`src/rtl/div_iterative.sv`:
```
// rtl/div_iterative.sv - radix-2 restoring sequential divider (div/divu) for the HI/LO path
module div_iterative #(
   parameter int WIDTH = 32
) (
   input  logic             clk,
   input  logic             rst,
   input  logic             in_valid,
   input  logic             is_signed,
   input  logic [WIDTH-1:0] dividend,
   input  logic [WIDTH-1:0] divisor,
   output logic [WIDTH-1:0] quotient,
   output logic [WIDTH-1:0] remainder,
   output logic             out_valid,
   output logic             stall
);

   localparam int CW = $clog2(WIDTH) + 1;

   typedef enum logic [1:0] {S_IDLE, S_DIV, S_FIX, S_DONE} state_t;

   state_t           state_q;
   logic [CW-1:0]    cnt_q;
   logic [WIDTH:0]   prem_q;      // partial remainder, one guard bit for the trial sign
   logic [WIDTH-1:0] quo_q;       // dividend magnitude shifts out the top, quotient bits shift in
   logic [WIDTH-1:0] dvs_q;       // divisor magnitude
   logic [WIDTH-1:0] orig_q;      // raw dividend, returned as remainder on divide-by-zero
   logic             q_neg_q;
   logic             r_neg_q;
   logic [WIDTH-1:0] quotient_q;
   logic [WIDTH-1:0] remainder_q;
   logic             out_valid_q;

   logic             dvd_neg_d;
   logic             dvs_neg_d;
   logic [WIDTH-1:0] dvd_mag_d;
   logic [WIDTH-1:0] dvs_mag_d;
   logic [WIDTH:0]   shifted_d;
   logic [WIDTH:0]   trial_d;
   logic [WIDTH:0]   prem_d;
   logic [WIDTH-1:0] quo_d;
   logic [WIDTH-1:0] q_fix_d;
   logic [WIDTH-1:0] r_fix_d;

   // Operand magnitudes, one restoring step, and the sign/zero fix-up of the final result
   always_comb begin
      dvd_neg_d = is_signed & dividend[WIDTH-1];
      dvs_neg_d = is_signed & divisor[WIDTH-1];
      dvd_mag_d = dvd_neg_d ? -dividend : dividend;
      dvs_mag_d = dvs_neg_d ? -divisor : divisor;

      shifted_d = {prem_q[WIDTH-1:0], quo_q[WIDTH-1]};
      trial_d   = shifted_d - {1'b0, dvs_q};
      if (trial_d[WIDTH]) begin
         prem_d = shifted_d;
         quo_d  = {quo_q[WIDTH-2:0], 1'b0};
      end else begin
         prem_d = trial_d;
         quo_d  = {quo_q[WIDTH-2:0], 1'b1};
      end

      q_fix_d = q_neg_q ? -quo_q : quo_q;
      r_fix_d = r_neg_q ? -prem_q[WIDTH-1:0] : prem_q[WIDTH-1:0];
      if (dvs_q == '0) begin
         q_fix_d = '1;
         r_fix_d = orig_q;
      end
   end

   // Control FSM with datapath registers and registered result outputs
   always_ff @(posedge clk or posedge rst) begin
      if (rst) begin
         state_q     <= S_IDLE;
         cnt_q       <= '0;
         prem_q      <= '0;
         quo_q       <= '0;
         dvs_q       <= '0;
         orig_q      <= '0;
         q_neg_q     <= 1'b0;
         r_neg_q     <= 1'b0;
         quotient_q  <= '0;
         remainder_q <= '0;
         out_valid_q <= 1'b0;
      end else begin
         case (state_q)
            S_IDLE: begin
               out_valid_q <= 1'b0;
               if (in_valid) begin
                  quo_q   <= dvd_mag_d;
                  dvs_q   <= dvs_mag_d;
                  orig_q  <= dividend;
                  q_neg_q <= dvd_neg_d ^ dvs_neg_d;
                  r_neg_q <= dvd_neg_d;
                  prem_q  <= '0;
                  cnt_q   <= '0;
                  state_q <= S_DIV;
               end
            end
            S_DIV: begin
               prem_q <= prem_d;
               quo_q  <= quo_d;
               cnt_q  <= cnt_q + 1'b1;
               if (cnt_q == CW'(WIDTH - 1)) begin
                  state_q <= S_FIX;
               end
            end
            S_FIX: begin
               quotient_q  <= q_fix_d;
               remainder_q <= r_fix_d;
               out_valid_q <= 1'b1;
               state_q     <= S_DONE;
            end
            S_DONE: begin
               out_valid_q <= 1'b0;
               state_q     <= S_IDLE;
            end
            default: begin
               out_valid_q <= 1'b0;
               state_q     <= S_IDLE;
            end
         endcase
      end
   end

   // Hold the pipeline from the accepting cycle until the result is ready
   always_comb begin
      stall = ((state_q == S_IDLE) && in_valid) || (state_q == S_DIV) || (state_q == S_FIX);
   end

   assign quotient  = quotient_q;
   assign remainder = remainder_q;
   assign out_valid = out_valid_q;

endmodule

```
`config.mk`:
```
export PLATFORM = sky130hd
export DESIGN_NAME = div_iterative
export DESIGN_NICKNAME = d
export VERILOG_FILES = /design/src/rtl/div_iterative.sv
export SDC_FILE = /design/constraint.sdc
export NUM_CORES = 1
export LEC_CHECK = 0
export ABC_CLOCK_PERIOD_IN_PS = 7000
export CORE_UTILIZATION = 40
export CTS_CLUSTER_SIZE = 30
export DETAILED_ROUTE_END_ITERATION = 6
export DONT_BUFFER_PORTS = 1
export HOLD_SLACK_MARGIN = 0.1
export PLACE_DENSITY = 0.61
export SLEW_MARGIN = 30
export SYNTH_ARGS = -nofsm -noshare
export SYNTH_HDL_FRONTEND = slang
export SYNTH_SLANG_ARGS = --single-unit
```
`constraint.sdc`:
```
create_clock -name clk -period 7 [get_ports clk]
set_input_delay 0.7 -clock clk [delete_from_list [all_inputs] [get_ports clk]]
set_output_delay 0.7 -clock clk [all_outputs]
set_load 0.005 [all_outputs]
```
After elaboration in Yosys (flattened, before gate mapping) --
Index checks and enable logic that the tools add are counted.
Storage, ports and cells: bits in latches 0, memories kept 0, word-level logic and storage cells 55, output and inout port bits 66, register bits after elaboration 203, RAM bits 0, bits in read-only memories 0
Cells by class: bitwise operators 3, equality and inequality tests 6, $mul 0, div/mod/pow operators 0, add/subtract/negate cells 6, shift operators 0, multiplexer cells 18, $lt $le $gt $ge 0, reductions and logical operators 11
Operators with widths (number):
- 32-bit two-way mux | 9
- 32-bit negator | 4
- 32-bit case mux with 2 select lines | 2
- 33-bit by 32-bit subtractor with 33-bit output | 1
- 32-bit zero test | 1
- 6-bit case mux with 2 select lines | 1
- 2-bit case mux with 4 select lines | 1
- 6-bit by 1-bit adder with 6-bit output (second input constant) | 1
- 6-bit by 5-bit equality test with 1-bit output (second input constant) | 1
- 6-bit two-way mux | 1
- 2-bit AND reduction | 3
- 2-bit equality test (second input constant) | 2
- 2-bit two-way mux | 2
- 2-bit inequality test (second input constant) | 2
- 2-bit nonzero test | 2
- 1-bit bitwise AND | 2
- 2-bit by 1-bit equality test with 1-bit output (second input constant) | 1
- 2-bit zero test | 1
- 1-bit logical OR | 2
- 1-bit case mux with 2 select lines | 1
- 2-bit OR reduction | 1
- 1-bit logical AND | 1
- 1-bit two-way mux | 1
- 1-bit XOR | 1

Depth between registers and ports, before layout --
word-level depth 4, depth in mapped cells 13, gate-level depth less buffers 11

Worst setup path before layout --
No wires, ideal clock.
path type flip-flop to flip-flop, from reg quo_q[31], to reg prem_q[1], buffers on the path 1, slack 4.172 ns, arrival time 2.707 ns, stages on the path, launching flop included 13, setup time 0.122 ns, clock period less this slack 2.828 ns, data required time 6.878 ns, cell sequence dfrtp_1 inv_1 ha_1 fa_1 nand2b_1 a21oi_1 o211ai_1 a211oi_2 a21oi_2 xor2_1 buf_2 nand2_1 a32o_1
On the way: longest elaborated chain between the ends 3
RTL lines:
- start, declared | RTL line 24 | logic [WIDTH-1:0] quo_q;
- start signal, assigned | RTL line 88 | quo_q <= dvd_mag_d;
- start signal, assigned | RTL line 100 | quo_q <= quo_d;
- 33-bit by 32-bit subtractor with 33-bit output | RTL line 52 | trial_d = shifted_d - {1'b0, dvs_q};
- 32-bit two-way mux | RTL line 53 | if (trial_d[WIDTH]) begin
- 32-bit case mux with 2 select lines | RTL line 84 | case (state_q)
- end signal, assigned | RTL line 99 | prem_q <= prem_d;
- end, declared | RTL line 23 | logic [WIDTH:0] prem_q;
No other way between the ends. A chain may end at the register's enable or synchronous reset.

Worst setup path after layout --
from reg quo_q[31], to reg prem_q[0]
On the way: longest elaborated chain between the ends 3
RTL lines (RTL line):
- 33-bit by 32-bit subtractor with 33-bit output | 52
- 32-bit two-way mux * | 53
- 32-bit case mux with 2 select lines * | 84
Mark *: on every way between the ends. The rest lies on a longest branch, timed or not.

==> metrics.md <==
| Metric | Value |
|---|---|
| CP Class | `register to register` |
| Syn_area_per_cell | `8.93 µm²` |
| CTS max path bufs | `3` |
| Status | `completed` |
| Internal power | `3.84 mW` |
| Drt via density | `5.72` |
| Clock latency on the worst-skew pair | `0.54 ns` |
| Cell Pwr Density | `488 mW/mm²` |
| WP data required | `7.42 ns` |
| Max VDD drop | `0.000298 V` |
| Final hold vios | `0` |
| Top cells by count, synth | `dfrtp_1, nand2_1, o21ai_0, xnor2_1` |
| Clock Sinks | `203` |
| DRT antenna net count | `0` |
| DR iter-0 viols | `693` |
| Top post-synthesis cells by area | `dfrtp_1, xnor2_1, mux2_2, o21ai_0, nand2_1` |
| Initial antenna violation count | `1` |
| H-Tree Depth | `1` |
| Tightest Pin Transition | `0.947 ns` |
| Max-cap check violation count | `0` |
| CTS buffer count | `24` |
| Max Fclk | `0.288 GHz` |
| Final wirelength | `33.6 mm` |
| Vias in the first global route | `9993` |
| Final HPWL DP | `24.8 mm` |
| Sw Share | `0.440` |
| Leak pwr | `5.76 nW` |
| DRC viols | `0` |
| GRT Total Usage | `0.204` |
| Initial core utilization | `0.408` |
| Layout area overhead | `8.51%` |
| Final setup fails | `0` |
| Row count | `65` |
| Length of routed met2 wiring | `15.1 mm` |
| Gr ovfl total | `0` |
| Die Span Y | `182 µm` |
| Part of the power in combinational logic | `0.492` |
| Area leader, netlist | `dfrtp_1` |
| WL per Instance | `18.5 µm` |
| Clock power share | `0.176` |
| Critical path launch point | `quo_q[31]` |
| First-pass GRT wire length | `54.5 mm` |
| Synthesized area | `0.0130 mm²` |
| Setup TNS | `0 ns` |
| Arr. time, crit path | `3.89 ns` |
| Ys async rst share | `1.00` |
| NumNets Final | `1513` |
| Hold_buf cts | `0` |
| Clock slew seen by the registers of the worst setup and hold paths | `0.06 ns` |
| Mapped Cells | `1451` |
| Ports | `134` |
| CTS tree | `built` |
| Syn_nets | `1561` |
| Register area share after synthesis | `0.392` |
| RSZ-0062 raised after global routing | `false` |
| Die area | `0.0331 mm²` |
| Post-CTS Resized | `0` |
| CP max FO | `24` |
| Top Metal Used | `met4` |
| Layout cells sized above 1 | `0.0987` |
| Share of the synthesized area in the top cell type | `0.392` |
| Clock skew | `0.0103 ns` |
| Wl on met1 | `15.6 mm` |
| Power consumption | `6.86 mW` |
| EDFF count, synth | `0` |
| Reg-to-reg startpoint | `quo_q[31]` |
| Fillers | `3110` |
| Period minus WS final | `3.47 ns` |
| FF+latch count, synth | `203` |
| Input/output buffers | `0` |
| Die outline width | `182 µm` |
| Hold Path Class | `input pin to asynchronous set/reset pin` |
| Fin crit share | `0.495` |
| Headroom to the max-slew limit | `0.369` |
| Worst hold slack | `0.0661 ns` |
| Largest net degree at the start of global routing | `136` |
| Antenna fix cells | `0` |
| Worst setup SP type | `register` |
| CP endpoint kind | `register` |
| Slew Viols, Final | `0` |
| Post-CTS setup buffers | `0` |
| Via count | `10.4k` |
| Root Driver | `clkbuf_16` |
| Primary FF master, synth | `dfrtp_1` |
| Met3 wire len | `1.77 mm` |
| Sequential power share | `0.332` |
| NetSw | `3.02 mW` |
| Syn. warnings | `0` |
| Yosys cell types | `74` |
| Final Wtd Congestion | `0.882` |
| Count leader, synth | `dfrtp_1` |
| Core area | `0.0317 mm²` |
| DRT Pass-1 Iters | `5` |
## cells in the final DEF (no fill, tap or decap), types with 7 or more instances in the layout
cell type and count:
or3_1 23, nor2_1 85, nand4_1 15, clkbuf_8 7
o221ai_1 10, ha_1 40, a22oi_1 13, and2_1 7
dfrtp_1 202, o211ai_1 11, o41ai_1 11, o22a_1 21
mux2_2 60, nor3_1 23, nor4_1 14, clkbuf_1 8
o21ai_0 126, a32oi_1 16, o21ai_1 12, nand3_1 58
a21oi_1 86, nand2_1 158, xor2_1 56, a21o_1 8
o22ai_1 12, or4_1 11, nand2b_1 15, buf_4 7
xnor2_1 86, and3_1 10, clkbuf_16 24, o31ai_1 22
inv_1 60
## critical path, cell delays in order, from the launching register on
cell,delay [ns]
dfrtp_1,0.34
inv_1,0.11
ha_1,0.24
fa_1,0.40
nand2b_1,0.20
a21oi_1,0.29
o211ai_1,0.19
a211oi_2,0.43
a21oi_2,0.17
xnor2_2,0.27
buf_4,0.35
nand2_1,0.09
a32o_1,0.26
## routing by layer
metal	global-route usage	vias to the layer above
met5	0	-
met4	0.0696	0
met3	0.0323	66
met2	0.327	285
met1	0.280	4939
li1	-	5122
## state kept, by name, indices dropped and copies added (netlist names)
register   flops
cnt_q          6
state_q        2
out_valid      1
quotient      32
r_neg_q        1
orig_q        32
quo_q         32
q_neg_q        1
dvs_q         32
remainder     32
prem_q        32
## cell type report
cell class,instances,area (µm²),area share
Timing Repair Buffer,9,91.3,0.00650
Clock inverter,3,26.3,0.00187
Tap cell,402,503,0.0358
Clock buffer,39,727,0.0517
Sequential cell,203,5080,0.361
Multi-Input combinational cell,1104,7390,0.525
Inverter,61,241,0.0172
## worst paths after layout
kind | to | slack (ns) | cells after the start
max | prem_q[0] | 3.53 | 12
min | quotient[30] | 0.07 | 1
max reg2reg | prem_q[0] | 3.53 | 12
min reg2reg | orig_q[1] | 0.49 | 2
max in group asynchronous | quo_q[16] | 5.71 | 2
min in group clk | orig_q[4] | 0.31 | 1
## power by group through the flow
stage / logic (mW) / registers (mW) / clock network (mW)
2_1_floorplan: 2.74 / 2.06 / 0
3_3_place_gp: 3.32 / 2.27 / 0
3_5_place_dp: 3.36 / 2.30 / 0
4_1_cts: 3.37 / 2.28 / 1.23
5_1_grt: 3.78 / 2.36 / 1.27
6_report: 3.37 / 2.28 / 1.20
## stage by stage
stage	setup WS (ns)	utilization	instances	instance area (µm²)
global placement	3.64	0.418	1778	13300
detailed placement	3.56	0.418	1778	13300
CTS	3.56	0.442	1820	14000
floorplan	0.761	-	1451	13000
finish	3.53	0.443	1821	14100
global route	3.28	0.443	1821	14100
## kinds of logic after synthesis
family                     after synthesis  synth area share
xor gates and xnor gates               144            0.0974
muxes                                   66            0.0568
DFF                                    203             0.392
AOI/OAI and AO/OA                      400             0.200
buffers and inverters                  144            0.0429
adders and majority gates               42            0.0411
and+or+nand+nor                        452             0.170
(Power assumes the default switching activity.)
